--- config.mk ---
export PLATFORM = sky130hd
export DESIGN_NAME = vga_timing_ctrl
export DESIGN_NICKNAME = d
export VERILOG_FILES = /design/src/rtl/vga_timing_pkg.sv /design/src/rtl/vga_delay_line.sv /design/src/rtl/vga_timing_ctrl.sv
export SDC_FILE = /design/constraint.sdc
export NUM_CORES = 1
export LEC_CHECK = 0
export BUFFER_PORTS_ARGS = -buffer_cell sky130_fd_sc_hd__buf_2
export CAP_MARGIN = 0
export CORE_MARGIN = 2
export CORE_UTILIZATION = 25
export DETAILED_ROUTE_END_ITERATION = 8
export HOLD_SLACK_MARGIN = 0.08
export RECOVER_POWER = 25
export SYNTH_ARGS = -nofsm -noshare
export SYNTH_HDL_FRONTEND = slang
export SYNTH_HIERARCHICAL = 1
export SYNTH_SLANG_ARGS = --single-unit
--- constraint.sdc ---
create_clock -name iVGA_CLK -period 3.45 [get_ports iVGA_CLK]
set_clock_uncertainty 0.05 [all_clocks]
set_input_delay 0.345 -clock iVGA_CLK [delete_from_list [all_inputs] [get_ports iVGA_CLK]]
set_output_delay 0.345 -clock iVGA_CLK [all_outputs]
set_load 0.01 [all_outputs]
--- src/rtl/vga_timing_pkg.sv ---
// Shared VGA timing constants for 640x480@60 and helpers to derive line/frame
// totals and sync-window bounds from the porch/sync widths.
package vga_timing_pkg;
  localparam int CNT_W   = 10;
  localparam int COLOR_W = 8;

  localparam int H_ACTIVE_D = 640;
  localparam int H_FRONT_D  = 16;
  localparam int H_SYNC_D   = 96;
  localparam int H_BACK_D   = 48;
  localparam int V_ACTIVE_D = 480;
  localparam int V_FRONT_D  = 10;
  localparam int V_SYNC_D   = 2;
  localparam int V_BACK_D   = 33;

  function automatic int total(input int act, front, sync, back);
    return act + front + sync + back;
  endfunction

  function automatic int sync_start(input int act, front);
    return act + front;
  endfunction

  function automatic int sync_end(input int act, front, sync);
    return act + front + sync;
  endfunction

  localparam int H_TOTAL_D  = total(H_ACTIVE_D, H_FRONT_D, H_SYNC_D, H_BACK_D);
  localparam int V_TOTAL_D  = total(V_ACTIVE_D, V_FRONT_D, V_SYNC_D, V_BACK_D);
  localparam int HS_START_D = sync_start(H_ACTIVE_D, H_FRONT_D);
  localparam int HS_END_D   = sync_end(H_ACTIVE_D, H_FRONT_D, H_SYNC_D);
  localparam int VS_START_D = sync_start(V_ACTIVE_D, V_FRONT_D);
  localparam int VS_END_D   = sync_end(V_ACTIVE_D, V_FRONT_D, V_SYNC_D);

  // Raster flags carried through the delay line, asserted-high regardless of pin polarity.
  typedef struct packed {
    logic active;
    logic hs;
    logic vs;
  } vga_flags_t;
endpackage

--- src/rtl/vga_delay_line.sv ---
// WIDTH x DEPTH shift register with async clear; keeps raster flags aligned with
// colour returned by the pixel source.
module vga_delay_line
  import vga_timing_pkg::*;
#(
  parameter int WIDTH = 3,
  parameter int DEPTH = 1
) (
  input  logic             iVGA_CLK,
  input  logic             iRST_n,
  input  logic [WIDTH-1:0] i_d,
  output logic [WIDTH-1:0] o_q
);
  logic [DEPTH-1:0][WIDTH-1:0] r_pipe;

  always_ff @(posedge iVGA_CLK or negedge iRST_n) begin
    if (!iRST_n) begin
      r_pipe <= '0;
    end else begin
      r_pipe[0] <= i_d;
      for (int i = 1; i < DEPTH; i++) r_pipe[i] <= r_pipe[i-1];
    end
  end

  assign o_q = r_pipe[DEPTH-1];
endmodule

--- src/rtl/vga_timing_ctrl.sv ---
// VGA raster generator: drives coordinates to the pixel source and retimes
// sync/blank so they leave alongside the colour that comes back.
module vga_timing_ctrl
  import vga_timing_pkg::*;
#(
  parameter int   H_ACTIVE = H_ACTIVE_D,
  parameter int   H_FRONT  = H_FRONT_D,
  parameter int   H_SYNC   = H_SYNC_D,
  parameter int   H_BACK   = H_BACK_D,
  parameter int   V_ACTIVE = V_ACTIVE_D,
  parameter int   V_FRONT  = V_FRONT_D,
  parameter int   V_SYNC   = V_SYNC_D,
  parameter int   V_BACK   = V_BACK_D,
  parameter logic H_POL    = 1'b0,
  parameter logic V_POL    = 1'b0,
  parameter int   PIPE_LAT = 1
) (
  input  logic               iVGA_CLK,
  input  logic               iRST_n,
  output logic [CNT_W-1:0]   oVGA_X,
  output logic [CNT_W-1:0]   oVGA_Y,
  output logic               oRequest,
  output logic               oFrameStart,
  input  logic [COLOR_W-1:0] iRed,
  input  logic [COLOR_W-1:0] iGreen,
  input  logic [COLOR_W-1:0] iBlue,
  output logic [COLOR_W-1:0] oVGA_R,
  output logic [COLOR_W-1:0] oVGA_G,
  output logic [COLOR_W-1:0] oVGA_B,
  output logic               oVGA_HS,
  output logic               oVGA_VS,
  output logic               oVGA_BLANK_n,
  output logic               oVGA_SYNC_n
);
  localparam int H_TOTAL = total(H_ACTIVE, H_FRONT, H_SYNC, H_BACK);
  localparam int V_TOTAL = total(V_ACTIVE, V_FRONT, V_SYNC, V_BACK);

  generate
    if ((H_TOTAL > 1024) || (V_TOTAL > 1024) || (PIPE_LAT < 1)) begin : g_param_err
      $error("vga_timing_ctrl: totals must fit 10-bit counters and PIPE_LAT >= 1");
    end
  endgenerate

  // One extra bit so a sync window ending exactly at 1024 still compares correctly.
  localparam logic [CNT_W:0]   H_ACT_C  = (CNT_W+1)'(H_ACTIVE);
  localparam logic [CNT_W:0]   V_ACT_C  = (CNT_W+1)'(V_ACTIVE);
  localparam logic [CNT_W:0]   HS_ST_C  = (CNT_W+1)'(sync_start(H_ACTIVE, H_FRONT));
  localparam logic [CNT_W:0]   HS_END_C = (CNT_W+1)'(sync_end(H_ACTIVE, H_FRONT, H_SYNC));
  localparam logic [CNT_W:0]   VS_ST_C  = (CNT_W+1)'(sync_start(V_ACTIVE, V_FRONT));
  localparam logic [CNT_W:0]   VS_END_C = (CNT_W+1)'(sync_end(V_ACTIVE, V_FRONT, V_SYNC));
  localparam logic [CNT_W-1:0] H_LAST   = CNT_W'(H_TOTAL - 1);
  localparam logic [CNT_W-1:0] V_LAST   = CNT_W'(V_TOTAL - 1);

  logic [CNT_W-1:0]   r_h_cnt, r_v_cnt;
  logic [CNT_W:0]     w_h, w_v;
  logic               w_active;
  vga_flags_t         w_flags, w_flags_dly;
  logic [COLOR_W-1:0] r_r, r_g, r_b;
  logic               r_hs, r_vs, r_blank_n;

  always_ff @(posedge iVGA_CLK or negedge iRST_n) begin
    if (!iRST_n) begin
      r_h_cnt <= '0;
      r_v_cnt <= '0;
    end else if (r_h_cnt == H_LAST) begin
      r_h_cnt <= '0;
      r_v_cnt <= (r_v_cnt == V_LAST) ? '0 : r_v_cnt + 1'b1;
    end else begin
      r_h_cnt <= r_h_cnt + 1'b1;
    end
  end

  assign w_h      = {1'b0, r_h_cnt};
  assign w_v      = {1'b0, r_v_cnt};
  assign w_active = (w_h < H_ACT_C) && (w_v < V_ACT_C);

  assign oRequest    = w_active;
  assign oVGA_X      = w_active ? r_h_cnt : '0;
  assign oVGA_Y      = w_active ? r_v_cnt : '0;
  assign oFrameStart = (r_h_cnt == '0) && (r_v_cnt == '0);

  assign w_flags.active = w_active;
  assign w_flags.hs     = (w_h >= HS_ST_C) && (w_h < HS_END_C);
  assign w_flags.vs     = (w_v >= VS_ST_C) && (w_v < VS_END_C);

  vga_delay_line #(
    .WIDTH($bits(vga_flags_t)),
    .DEPTH(PIPE_LAT)
  ) u_flag_dly (
    .iVGA_CLK(iVGA_CLK),
    .iRST_n  (iRST_n),
    .i_d     (w_flags),
    .o_q     (w_flags_dly)
  );

  // Colour is sampled in the same cycle its flags emerge from the delay line.
  always_ff @(posedge iVGA_CLK or negedge iRST_n) begin
    if (!iRST_n) begin
      r_r       <= '0;
      r_g       <= '0;
      r_b       <= '0;
      r_hs      <= ~H_POL;
      r_vs      <= ~V_POL;
      r_blank_n <= 1'b0;
    end else begin
      r_r       <= w_flags_dly.active ? iRed   : '0;
      r_g       <= w_flags_dly.active ? iGreen : '0;
      r_b       <= w_flags_dly.active ? iBlue  : '0;
      r_hs      <= w_flags_dly.hs ? H_POL : ~H_POL;
      r_vs      <= w_flags_dly.vs ? V_POL : ~V_POL;
      r_blank_n <= w_flags_dly.active;
    end
  end

  assign oVGA_R       = r_r;
  assign oVGA_G       = r_g;
  assign oVGA_B       = r_b;
  assign oVGA_HS      = r_hs;
  assign oVGA_VS      = r_vs;
  assign oVGA_BLANK_n = r_blank_n;
  assign oVGA_SYNC_n  = 1'b0;
endmodule

* Yosys cells after proc, flatten, opt, wreduce, memory -nomap -nowiden
Index checks and enable logic that the tools add are counted.
Storage, ports and cells: flip-flop bits (word level) 50, input port bits 26, output and inout port bits 50, word-level logic and storage cells 34
Operators by class: add/sub/neg operators 2, magnitude comparators 6, eq/ne operators 2, multiplexer cells 9, reduce and logical (&&, ||, !) cells 6
Operators by type and width (number):
- 10-bit 2-to-1 mux | 4
- 8-bit 2-to-1 mux | 3
- 10-bit by 1-bit adder with 10-bit output (second input constant) | 2
- 10-bit equality test (second input constant) | 2
- 10-bit logical NOT | 2
- 10-bit less-than comparator (second input constant) | 2
- 10-bit by 9-bit less-than comparator with 1-bit output (second input constant) | 2
- 10-bit >= comparator (second input constant) | 1
- 10-bit by 9-bit >= comparator with 1-bit output (second input constant) | 1
- 1-bit logical AND | 4
- 1-bit 2-to-1 mux | 2

* Depth between registers and ports, before layout
depth in word-level cells 3, gate-level depth with buffers 6, depth with buffers taken out 6

* Hierarchy
The synthesis kept the hierarchy.
Modules (own cells, without submodules):
- vga_timing_ctrl | instances 1, cells an instance 199, area each 2130.8 sq um, sequential area each 1178.6 sq um
- vga_delay_line | instances 1, cells an instance 3, area each 75.1 sq um, sequential area each 75.1 sq um

* Worst setup path before layout
OpenSTA, ideal clock, no wires.
path type flip-flop to flip-flop, from register r_h_cnt[0], to register r_v_cnt[9], setup time 0.135 ns, arrival 1.869 ns, data required time 3.265 ns, path slack 1.396 ns, stages on the path, launching flop included 7, buffers on the path 1, period minus slack after synthesis 2.054 ns, path through dfrtp_1 -> ha_1 -> or4b_4 -> or3_1 -> buf_2 -> o31ai_1 -> o31ai_1
On the way: word-level cells in the longest chain between the ends 1
Ends and longest elaborated chain:
- start: declaration | line vga_timing_ctrl.sv:54 | logic [CNT_W-1:0] r_h_cnt, r_v_cnt;
- start signal: assignment | line vga_timing_ctrl.sv:69 | r_h_cnt <= r_h_cnt + 1'b1;
- 10-bit equality test | line vga_timing_ctrl.sv:65 | end else if (r_h_cnt == H_LAST) begin
- end signal: assignment | line vga_timing_ctrl.sv:67 | r_v_cnt <= (r_v_cnt == V_LAST) ? '0 : r_v_cnt + 1'b1;
- end: declaration | line vga_timing_ctrl.sv:54
No other way between the ends. A chain may end at the register's enable or synchronous reset.

* Worst setup path in the final report
from register r_v_cnt[1], to output port oFrameStart
On the way: word-level cells in the longest chain between the ends 2
Ends and longest elaborated chain:
- 10-bit logical NOT | line vga_timing_ctrl.sv:80 | assign oFrameStart = (r_h_cnt == '0) && (r_v_cnt == '0);
- 1-bit logical AND | line vga_timing_ctrl.sv:80
- end: declaration | line vga_timing_ctrl.sv:23 | output logic oFrameStart,
No other way between the ends.

==> flow_summary.toml <==
[floorplan]
placeableCoreArea_um2 = 8636
ioPinCount = 76
dieArea_um2 = 9591
die_w_um = 97.94
die_y_um = 97.94
start_util = 0.2554
std_cell_rows = 34

[setup_path]
r2r_start = "r_h_cnt[0]"
crit_fanout = 7
r2r_cells = 5
cp-end-kind = "primary output"
cp_num_buf_inv = 2
slowest_stage = "dfrtp_1"
path_depth = 6
start_kind = "flip-flop"
path_cells = "inv_1, ha_1, nor4b_2, nand4_1, nor4_1, buf_2"
worst_r2r_endpoint = "r_v_cnt[9]"
cp.required_ns = 3.05
worst_ep_arrival_time_ns = 2.09
crit_start = "r_v_cnt[1]"
worstSetupEndpoint = "oFrameStart"
criticalPathCategory = "flip-flop to primary output"
reg2reg_slack_ns = 1.19
cp_top_family = "simple AND/OR/NAND/NOR gates"
cpPeakStageDelay_ns = 0.46

[placement]
io_buffers = 73
hpwl_mm = 3.574
place_congestion = 0.8033

[cts]
cts-root-buf = "clkbuf_8"
clock_latency_ns = 0.29
clock-sinks = 50
cts_tree = "yes"
clk_pin_slew_ns = 0.10
numCtsBuffers = 5
cts_buffer_depth = 2
cts_max_level = 2
cts_setup_buffers = 0

[drt]
dr.pass1.iters = 4
vias = 1690
drtAntennaViolNets = 0
drt_iter0_drc = 23
drt_wl_total_mm = 4.860
wire_per_inst_um = 12.69
viasPerCell = 4.413
drc = 0

[timing]
max_freq_mhz = 402.5
setup_tns_ns = 0
hold_viol_final = 0
max_slew.worst_pin.slew_ns = 1.497
fin_crit_ns = 2.484
rsz0062_at_grt = "false"
relSlewSlack = 0.001701
maxSlewViolCount = 0
period_share = 0.7201
setup_viol = 0

[power_and_ir_drop]
p_sw_frac = 0.2174
worst_ir_drop_vdd_mv = 0.1710
p_clk_frac = 0.389
p_int_uw = 846.9
comb_power_share = 0.054
power-per-cell-area_nw_per_um2 = 387.3
power.switching_uw = 235.3
seq_power_share = 0.557
leakage_uw = 0.001291

[final_layout]
area_delta_synth_final_pct = 26.66
nets = 304
drive_gt1_frac = 0.3273
fin_util = 0.3235
final_cell_mix = "buf_2 (72), dfrtp_1 (48), and2_1 (29)"
layout_commonest_cell = "buf_2"
diodes = 0

[yosys]
ys_ff_latch = 50
syn-cell-area_um2 = 2206
synth_edf_count = 0
synth_cells = 202
seq_area_frac_synth = 0.5683
yosysUniqueCellTypes = 36
post_synth.cell_area_avg_um2 = 10.92
synth_flop_cell = "dfrtp_1"
yosysWarnings = 6
synthArstFlopShare = 1.000

[hold_path]
hp-class = "primary input to flip-flop"

[global_routing]
grt_pass1_wl_mm = 8.031
grt_overflow = 0
grt_max_degree = 30
grt_pass1_vias = 1645
antenna_found_initial = 0
track_usage = 0.1021

[status]
violations = "max-capacitance violations"
status = "complete, but fails checks"

[flow_run]
maxCapViolCount = 1
-- power groups by stage --
stage	combinational, uW	clock [uW]	sequential [uW]
after floorplan	12.1	0	623
after global placement	59.2	0	614
after detailed placement	60.1	0	615
after CTS	61.1	443	603
after global routing	65.1	467	604
final	58.5	421	603
-- cell families (layout without fill, tap and decap cells) --
logic type	after synthesis	count (layout)	share of synthesized area
AND/OR/NAND/NOR	97	97	0.2609
adder cells (fa/ha/maj)	4	4	0.02269
buffers and inverters	21	93	0.04424
flip-flops	50	50	0.5683
other	1	2	0.001700
AO/OA/AOI/OAI	18	18	0.05615
XOR/XNOR	9	9	0.03574
multiplexers	2	2	0.01021
-- registers in the layout (all words and copies together), names as in the netlist --
register	cells
r_h_cnt	10
r_v_cnt	10
oVGA_B	8
oVGA_G	8
oVGA_R	8
u_flag_dly/o_q	3
oVGA_BLANK_n	1
oVGA_HS	1
oVGA_VS	1
-- synthesized netlist by cell type, drive strengths merged, types with 2 or more instances --
master	instances	area (um^2)
o21a	2	15.01
nand3	6	30.03
and4	3	26.28
o21ai	4	20.01
a31oi	2	12.51
xnor2	6	52.55
or3	2	12.51
ha	4	50.05
and3	2	12.51
a22oi	3	22.52
buf	6	41.28
nand2	9	33.78
dfrtp	48	1201
clkbuf	8	30.03
nor3	3	20.02
mux2	2	22.52
nor4	9	56.30
xor2	3	26.28
inv	7	26.28
nand4	8	50.05
nor2	11	41.29
o31ai	5	37.54
dfstp	2	52.55
and2	40	250.2
-- repair_timing --
| item | in CTS | in global routing |
|---|---|---|
| endpoints found under the hold margin | 27 | 0 |
| resized for setup | 0 | 0 |
| hold buffers | 1 | 0 |
-- per-stage QoR --
| step | cell area (um^2) | setup slack, ns | hold WS (ns) | total power (uW) | cells |
|---|---|---|---|---|---|
| after CTS | 2795 | 0.9889 | 0.1857 | 1107 | 383 |
| after detailed placement | 2669 | 1.185 | 0.2982 | 674.6 | 374 |
| after global placement | 2669 | 1.303 | 0.2909 | 673.4 | 374 |
| after global routing | 2794 | 0.8503 | 0.1756 | 1137 | 383 |
| final | 2794 | 0.9657 | 0.2013 | 1082 | 383 |
| after floorplan | 2210 | 1.396 | -0.0005911 | 635.3 | 203 |
-- worst min path at each step --
stage | start | end | slack (ns) | cells after the start
after floorplan | iRST_n | oVGA_BLANK_n | -0.0006 | 0
after global placement | u_flag_dly/o_q[1] | oVGA_HS | 0.29 | 1
after detailed placement | u_flag_dly/o_q[1] | oVGA_HS | 0.30 | 1
after CTS | iBlue[2] | oVGA_B[2] | 0.19 | 2
after global routing | iGreen[3] | oVGA_G[3] | 0.18 | 2
final | iBlue[2] | oVGA_B[2] | 0.20 | 2
-- metal layers --
layer  track usage  routed length, um
met4       0.02564                 27
met2        0.1538               2127
met1        0.1458               2368
met3       0.02792                336
met5             0                  0
-- area by class of cell --
type | count | area [um^2]
Inverter | 7 | 26.28
Timing Repair Buffer | 78 | 404.1
Clock inverter | 3 | 47.55
Fill cell | 913 | 5842
Tap cell | 108 | 135.1
Multi-Input combinational cell | 132 | 858.3
Clock buffer | 5 | 68.82
Sequential cell | 50 | 1254
No activity file was read; power rests on OpenSTA's default activity.
